===== src/rtl/softex_pkg.sv =====
// Shared types for the softex x-buffer replay block: replay mode, control word and status flags.
package softex_pkg;

    localparam int unsigned BUF_CNT_WIDTH = 8;
    localparam int unsigned BUF_OCC_WIDTH = 8;

    typedef enum logic {
        BEAT  = 1'b0,
        BLOCK = 1'b1
    } x_buffer_mode_e;

    typedef struct packed {
        x_buffer_mode_e             mode;
        logic [BUF_CNT_WIDTH-1:0]   num_loops;
        logic [BUF_CNT_WIDTH-1:0]   block_len;
    } x_buffer_replay_ctrl_t;

    typedef struct packed {
        logic                       empty;
        logic                       full;
        logic [BUF_OCC_WIDTH-1:0]   occupancy;
        logic [BUF_CNT_WIDTH-1:0]   loop_cnt;
        logic                       done;
    } x_buffer_replay_flags_t;

endpackage


===== src/rtl/softex_x_buffer_replay_if.sv =====
// Valid/ready stream carrying data plus byte strobes; master drives, slave accepts.
interface softex_x_buffer_replay_if #(
    parameter int unsigned DATA_WIDTH = 32,
    parameter int unsigned STRB_WIDTH = DATA_WIDTH / 8
) ();

    logic                  valid;
    logic                  ready;
    logic [DATA_WIDTH-1:0] data;
    logic [STRB_WIDTH-1:0] strb;

    modport master (output valid, output data, output strb, input  ready);
    modport slave  (input  valid, input  data, input  strb, output ready);

endinterface


===== src/rtl/softex_replay_storage.sv =====
// Flop-array storage for the replay buffer: one synchronous write port, one asynchronous read port.
module softex_replay_storage #(
    parameter int unsigned WIDTH = 36,
    parameter int unsigned DEPTH = 4,
    localparam int unsigned AW   = $clog2(DEPTH)
) (
    input  logic             clk_i,
    input  logic             we_i,
    input  logic [AW-1:0]    waddr_i,
    input  logic [WIDTH-1:0] wdata_i,
    input  logic [AW-1:0]    raddr_i,
    output logic [WIDTH-1:0] rdata_o
);

    // Data entries carry no reset; occupancy tracking decides what is meaningful.
    logic [WIDTH-1:0] r_mem [DEPTH];

    always_ff @(posedge clk_i) begin
        if (we_i) begin
            r_mem[waddr_i] <= wdata_i;
        end
    end

    assign rdata_o = r_mem[raddr_i];

endmodule


===== src/rtl/softex_x_buffer_replay.sv =====
// Circular replay buffer: re-emits each stored beat (BEAT) or block of beats (BLOCK) a programmable
// number of times before popping. Optional assertions under SOFTEX_X_BUFFER_REPLAY_ASSERT_EN.
module softex_x_buffer_replay
    import softex_pkg::*;
#(
    parameter int unsigned DATA_WIDTH = 32,
    parameter int unsigned STRB_WIDTH = DATA_WIDTH / 8,
    parameter int unsigned DEPTH      = 4,
    parameter int unsigned CNT_WIDTH  = BUF_CNT_WIDTH
) (
    input  logic                   clk_i,
    input  logic                   rst_ni,
    input  logic                   clear_i,
    input  x_buffer_replay_ctrl_t  ctrl_i,
    output x_buffer_replay_flags_t flags_o,
    softex_x_buffer_replay_if.slave  buffer_i,
    softex_x_buffer_replay_if.master buffer_o
);

    localparam int unsigned PTR_W   = $clog2(DEPTH);
    localparam int unsigned OCC_W   = $clog2(DEPTH + 1);
    localparam int unsigned ENTRY_W = DATA_WIDTH + STRB_WIDTH;

    localparam logic [PTR_W:0]   DEPTH_P = (PTR_W + 1)'(DEPTH);
    localparam logic [OCC_W-1:0] DEPTH_O = OCC_W'(DEPTH);

    x_buffer_replay_ctrl_t  r_ctrl;
    logic [PTR_W-1:0]       r_wr_ptr;
    logic [PTR_W-1:0]       r_head;
    logic [OCC_W-1:0]       r_occ;
    logic [PTR_W-1:0]       r_beat_cnt;
    logic [CNT_WIDTH-1:0]   r_loop_cnt;

    logic [CNT_WIDTH-1:0]   w_loops;
    logic [OCC_W-1:0]       w_blk;
    logic                   w_valid;
    logic                   w_hs;
    logic                   w_beat_last;
    logic                   w_loop_last;
    logic                   w_pop;
    logic                   w_ready_in;
    logic                   w_push;
    logic [PTR_W-1:0]       w_raddr;
    logic [ENTRY_W-1:0]     w_rdata;

    function automatic logic [PTR_W-1:0] wrap_add(input logic [PTR_W:0] a, input logic [PTR_W:0] b);
        logic [PTR_W:0] s;
        s = a + b;
        if (s >= DEPTH_P) begin
            s = s - DEPTH_P;
        end
        return s[PTR_W-1:0];
    endfunction

    // Effective loop count and block length; a zero field behaves as one.
    always_comb begin
        w_loops = (r_ctrl.num_loops == '0) ? CNT_WIDTH'(1) : CNT_WIDTH'(r_ctrl.num_loops);
        if (r_ctrl.mode == BEAT) begin
            w_blk = OCC_W'(1);
        end else if (r_ctrl.block_len == '0) begin
            w_blk = OCC_W'(1);
        end else if (32'(r_ctrl.block_len) >= DEPTH) begin
            w_blk = DEPTH_O;
        end else begin
            w_blk = OCC_W'(r_ctrl.block_len);
        end
    end

    assign w_valid     = (r_occ >= w_blk);
    assign w_hs        = w_valid & buffer_o.ready;
    assign w_beat_last = (OCC_W'(r_beat_cnt) == (w_blk - OCC_W'(1)));
    assign w_loop_last = (r_loop_cnt == (w_loops - CNT_WIDTH'(1)));
    assign w_pop       = w_hs & w_beat_last & w_loop_last;

    // A final pop frees a slot in the same cycle, so a full buffer may still accept a beat.
    assign w_ready_in  = (r_occ < DEPTH_O) | w_pop;
    assign w_push      = buffer_i.valid & w_ready_in;
    assign w_raddr     = wrap_add({1'b0, r_head}, {1'b0, r_beat_cnt});

    softex_replay_storage #(
        .WIDTH (ENTRY_W),
        .DEPTH (DEPTH)
    ) u_storage (
        .clk_i   (clk_i),
        .we_i    (w_push & ~clear_i),
        .waddr_i (r_wr_ptr),
        .wdata_i ({buffer_i.strb, buffer_i.data}),
        .raddr_i (w_raddr),
        .rdata_o (w_rdata)
    );

    // Control is sampled only while empty so a replay never sees a mid-stream change.
    always_ff @(posedge clk_i or negedge rst_ni) begin
        if (!rst_ni) begin
            r_ctrl <= '0;
        end else if (r_occ == '0) begin
            r_ctrl <= ctrl_i;
        end
    end

    always_ff @(posedge clk_i or negedge rst_ni) begin
        if (!rst_ni) begin
            r_wr_ptr   <= '0;
            r_head     <= '0;
            r_occ      <= '0;
            r_beat_cnt <= '0;
            r_loop_cnt <= '0;
        end else if (clear_i) begin
            r_wr_ptr   <= '0;
            r_head     <= '0;
            r_occ      <= '0;
            r_beat_cnt <= '0;
            r_loop_cnt <= '0;
        end else begin
            if (w_push) begin
                r_wr_ptr <= wrap_add({1'b0, r_wr_ptr}, (PTR_W + 1)'(1));
            end
            r_occ <= r_occ + OCC_W'(w_push) - (w_pop ? w_blk : OCC_W'(0));
            if (w_hs) begin
                if (w_beat_last) begin
                    r_beat_cnt <= '0;
                    if (w_loop_last) begin
                        r_loop_cnt <= '0;
                        r_head     <= wrap_add({1'b0, r_head}, (PTR_W + 1)'(w_blk));
                    end else begin
                        r_loop_cnt <= r_loop_cnt + CNT_WIDTH'(1);
                    end
                end else begin
                    r_beat_cnt <= r_beat_cnt + PTR_W'(1);
                end
            end
        end
    end

    assign buffer_i.ready = w_ready_in;
    assign buffer_o.valid = w_valid;
    assign buffer_o.data  = w_rdata[DATA_WIDTH-1:0];
    assign buffer_o.strb  = w_rdata[ENTRY_W-1:DATA_WIDTH];

    assign flags_o.empty     = (r_occ == '0);
    assign flags_o.full      = (r_occ == DEPTH_O);
    assign flags_o.occupancy = BUF_OCC_WIDTH'(r_occ);
    assign flags_o.loop_cnt  = BUF_CNT_WIDTH'(r_loop_cnt);
    assign flags_o.done      = w_pop & ~clear_i;

`ifdef SOFTEX_X_BUFFER_REPLAY_ASSERT_EN
    a_ctrl_stable: assert property (@(posedge clk_i) disable iff (!rst_ni || clear_i)
        (r_occ != '0) |-> (ctrl_i == r_ctrl));

    a_no_push_full: assert property (@(posedge clk_i) disable iff (!rst_ni)
        !(w_push && !w_pop && (r_occ == DEPTH_O)));

    a_out_stable: assert property (@(posedge clk_i) disable iff (!rst_ni || clear_i)
        (buffer_o.valid && !buffer_o.ready) |=>
            (buffer_o.valid && $stable(buffer_o.data) && $stable(buffer_o.strb)));
`else
    // Assertions compiled out in this build.
`endif

endmodule

===== src/flat_wrapper.sv =====
// flat-port wrapper written by rule: the top's interface ports become plain ports
module softex_x_buffer_replay_flat import softex_pkg::*;
#(
    parameter int unsigned DATA_WIDTH = 32,
    parameter int unsigned STRB_WIDTH = DATA_WIDTH / 8,
    parameter int unsigned DEPTH      = 4,
    parameter int unsigned CNT_WIDTH  = BUF_CNT_WIDTH
)
  (clk_i, rst_ni, clear_i, ctrl_i, flags_o, buffer_i_valid, buffer_i_data, buffer_i_strb, buffer_i_ready, buffer_o_valid, buffer_o_data, buffer_o_strb, buffer_o_ready);
  softex_x_buffer_replay_if #(.DATA_WIDTH(DATA_WIDTH), .STRB_WIDTH(STRB_WIDTH)) buffer_i_i ();
  softex_x_buffer_replay_if #(.DATA_WIDTH(DATA_WIDTH), .STRB_WIDTH(STRB_WIDTH)) buffer_o_i ();
  input  logic clk_i;
  input  logic rst_ni;
  input  logic clear_i;
  input  x_buffer_replay_ctrl_t ctrl_i;
  output x_buffer_replay_flags_t flags_o;
  input wire logic [$bits(buffer_i_i.valid)-1:0] buffer_i_valid;
  input wire logic [$bits(buffer_i_i.data)-1:0] buffer_i_data;
  input wire logic [$bits(buffer_i_i.strb)-1:0] buffer_i_strb;
  output wire logic [$bits(buffer_i_i.ready)-1:0] buffer_i_ready;
  output wire logic [$bits(buffer_o_i.valid)-1:0] buffer_o_valid;
  output wire logic [$bits(buffer_o_i.data)-1:0] buffer_o_data;
  output wire logic [$bits(buffer_o_i.strb)-1:0] buffer_o_strb;
  input wire logic [$bits(buffer_o_i.ready)-1:0] buffer_o_ready;
  assign buffer_i_i.valid = buffer_i_valid;
  assign buffer_i_i.data = buffer_i_data;
  assign buffer_i_i.strb = buffer_i_strb;
  assign buffer_i_ready = buffer_i_i.ready;
  assign buffer_o_valid = buffer_o_i.valid;
  assign buffer_o_data = buffer_o_i.data;
  assign buffer_o_strb = buffer_o_i.strb;
  assign buffer_o_i.ready = buffer_o_ready;
  softex_x_buffer_replay #(.DATA_WIDTH(DATA_WIDTH), .STRB_WIDTH(STRB_WIDTH), .DEPTH(DEPTH), .CNT_WIDTH(CNT_WIDTH)) u_core (.clk_i(clk_i), .rst_ni(rst_ni), .clear_i(clear_i), .ctrl_i(ctrl_i), .flags_o(flags_o), .buffer_i(buffer_i_i), .buffer_o(buffer_o_i));
endmodule

===== config.mk =====
export PLATFORM = sky130hd
export DESIGN_NAME = softex_x_buffer_replay_flat
export DESIGN_NICKNAME = d
export VERILOG_FILES = /design/src/rtl/softex_pkg.sv /design/src/rtl/softex_x_buffer_replay_if.sv /design/src/rtl/softex_replay_storage.sv /design/src/rtl/softex_x_buffer_replay.sv /design/src/flat_wrapper.sv
export SDC_FILE = /design/constraint.sdc
export NUM_CORES = 1
export LEC_CHECK = 0
export CAP_MARGIN = 20
export CORE_MARGIN = 8
export CORE_UTILIZATION = 39
export CTS_CLUSTER_SIZE = 10
export DETAILED_ROUTE_END_ITERATION = 16
export GPL_TIMING_DRIVEN = 1
export PLACE_DENSITY_LB_ADDON = 0.25
export SETUP_SLACK_MARGIN = 0.2
export SYNTH_ARGS = -nofsm -noshare
export SYNTH_HDL_FRONTEND = slang
export SYNTH_HIERARCHICAL = 1
export SYNTH_SLANG_ARGS = --single-unit

===== constraint.sdc =====
create_clock -name clk_i -period 12.2 [get_ports clk_i]
set_clock_uncertainty 0.2 [all_clocks]
set_input_delay 2.44 -clock clk_i [delete_from_list [all_inputs] [get_ports clk_i]]
set_output_delay 2.44 -clock clk_i [all_outputs]
set_load 0.02 [all_outputs]

==> run metrics <==
die area 23,800 um^2; Worst Tran Pin Value 1.04 ns; Total GRT Usage 13.0%; critical path type primary input to output port; Design Area, Final 9320 um^2; area delta synth->final 25.0%; Die Y 154 um; Worst slew margin a little under a third; Worst Path Buf+Inv 2; Synth Instances 414; fmax 0.141 GHz; number of global-route vias before repair ~4,500; initial core utilization about two fifths; Setup crit end kind output port; GP Congestion 0.768; IO Pins 115; status finished, final reports clean; Worst-path clk slew 0.07 ns; cts hold-fix bufs 0; Post-DP HPWL 9.36 mm; Filler Cells Inserted 1,530; Detailed Route WL 14.7 mm; Wirelength per Cell 19.0 um; crit path DAT 4.45 ns; synthesized area 7450 um^2; number of buffers created by CTS 17; dpl ws just over 5 ns; CP max-delay cell clkdlybuf4s50_1; Setup WS post-layout 5.11 ns; Seq/Total Area, Yosys a little over two thirds; clock root cell clkbuf_16; Resize count post-CTS 0; post-route setup TNS 0 ns; DR vias about 4,000; commonest non-fill, non-tap cell in the layout edfxtp_1; delay-heaviest family, CP buffers and inverters; Setup Viol. Count Final 0; Synth Area in Compound Gates 2.62%; Antenna Cells 0; Leakage 3.17 nW; drt pass-1 iters 4; Synth Register Bits 178; crit-path max cell delay 0.63 ns; Syn. warnings 6; CP cell instances clkdlybuf4s50_1, and2_1, and4_1, nand3_1, nor2_1, clkdlybuf4s50_1; most frequent CP cell clkdlybuf4s50_1; post-synthesis mux area share between 10 and 15%; Die Width 154 um; Std-Cell Core Area approximately 19,000 um^2; Worst VDD drop 0.000116 V; row count 50; Period minus WS final 7.09 ns; PwrDens 199 nW/um^2; TritonCTS clock tree built; remaining antenna violation count 0; Req. time, crit path 9.56 ns; pin count of the biggest net entering global routing 37; post-synthesis cell type count 49; via density per instance about 5.2; first-pass GRT wire length 23.8 mm; initial antenna violation count 1; hold slack 0.313 ns; Synth Area in Simple Gates under 10%; XOR/XNOR Fraction of Synth Area 2.23%; synthesized area per cell 18.0 um^2; share of cells above drive strength 1 18.0%; fin util ~50%; final hold viol count 0; Final period util 58.1%; Post-CTS Setup Bufs 0; grt ovf 0; max_cap viols 0; worst skew pair latency around 0.42 ns; CTS max path bufs 2; largest family of logic cells by synthesized area multiplexers; number of remaining DRC errors 0; number of port buffers 109; TritonCTS sink count 178; NumNets Final 597; H-tree levels 4; unrepaired setup endpoints after global routing false; Final Slew Violations 0; Post-Synth Adder-Cell Area under 10%; initial DRC count 274; Max Fanout on Critical Path 7; most frequent cells in the layout 144 x edfxtp_1, 109 x clkdlybuf4s50_1, 34 x dfrtp_1, 30 x mux4_2; Critical Path Start Type primary input; Post-DP Area 8720 um^2; min-delay worst type flop to flop
-- worst paths after layout --
check	cells after the start	endpoint	start	slack (ns)
setup / recovery	6	flags_o[0]	buffer_o_ready	5.11
setup reg to reg	16	u_core/r_occ[2]	u_core/r_ctrl[10]	7.58
hold reg to reg	1	u_core/r_ctrl[3]	u_core/r_ctrl[3]	0.31
hold / removal	1	u_core/r_ctrl[3]	u_core/r_ctrl[3]	0.31
max in group asynchronous	2	u_core/r_beat_cnt[0]	rst_ni	9.25
min in group asynchronous	2	u_core/r_ctrl[15]	rst_ni	2.23
-- per-layer routing --
metal  GRT usage, %  vias up  routed length [um]
met5              0        -                  13
met4           4.53        2                 232
met3           4.26       27                 872
met2           21.4      139                7070
met1           15.7     2019                6560
li1               -     1841                   -
-- sequential cells by signal, summed over array words and instances, names as in the netlist --
name                    cells
u_core/r_head               2
u_core/r_loop_cnt           8
u_core/r_beat_cnt           2
u_core/u_storage/r_mem    144
u_core/r_wr_ptr             2
u_core/r_ctrl              17
u_core/r_occ                3
-- synth_stat cells, drive strengths merged --
cell type / instances / area share, %
edfxtp: 144 / 58
mux4: 36 / 11
dfrtp: 34 / 11
mux2: 18 / 2.7
buf: 17 / 2.2
nor2: 15 / 0.76
xnor2: 15 / 1.8
nand2: 12 / 0.60
ha: 11 / 1.8
nand3: 11 / 0.74
a21oi: 10 / 0.67
inv: 10 / 0.50
nor2b: 9 / 0.76
nor3: 9 / 0.60
clkbuf: 7 / 0.37
o21ai: 7 / 0.47
a31oi: 6 / 0.71
and3: 4 / 0.34
xor2: 4 / 0.47
mux2i: 3 / 0.40
nand3b: 3 / 0.30
nand4: 3 / 0.25
o31ai: 3 / 0.37
or4: 3 / 0.35
and2: 2 / 0.17
and3b: 2 / 0.24
and4: 2 / 0.24
nor3b: 2 / 0.20
nor4: 2 / 0.17
or2: 2 / 0.17
conb: 1 / 0.050
fa: 1 / 0.27
nand2b: 1 / 0.084
nand4b: 1 / 0.12
o21bai: 1 / 0.10
o22ai: 1 / 0.084
o41ai: 1 / 0.22
or3: 1 / 0.084
-- logic make-up after synthesis --
group	count (synthesis)
and+or+nand+nor	84
adders and majority gates	12
DFF	178
AOI/OAI and AO/OA	29
muxes	57
buffers and inverters	34
other	1
xor gates and xnor gates	19
-- per-stage QoR --
stage,cells,power (W)
after CTS,774,0.00188
final,774,0.00186
after global placement,742,0.00132
after detailed placement,742,0.00133
after global routing,774,0.00195
after floorplan,418,0.00115
-- area by class of cell --
type	instances	area, um^2	share of cell area (%)
sequential	178	5170	55.5
tap	234	293	3.14
clock buffer	18	429	4.61
inverter	10	37.5	0.403
timing repair buffer	114	1130	12.1
clock inverter	14	166	1.79
multi-input combinational	206	2090	22.4
-- where the power goes --
part / switching (W) / total (W) / internal [W]
sequential: 0.0000535 / 0.000777 / 0.000724
clock: 0.000238 / 0.000547 / 0.000309
combinational: 0.000264 / 0.000531 / 0.000267
No activity file was read; power rests on OpenSTA's default activity.
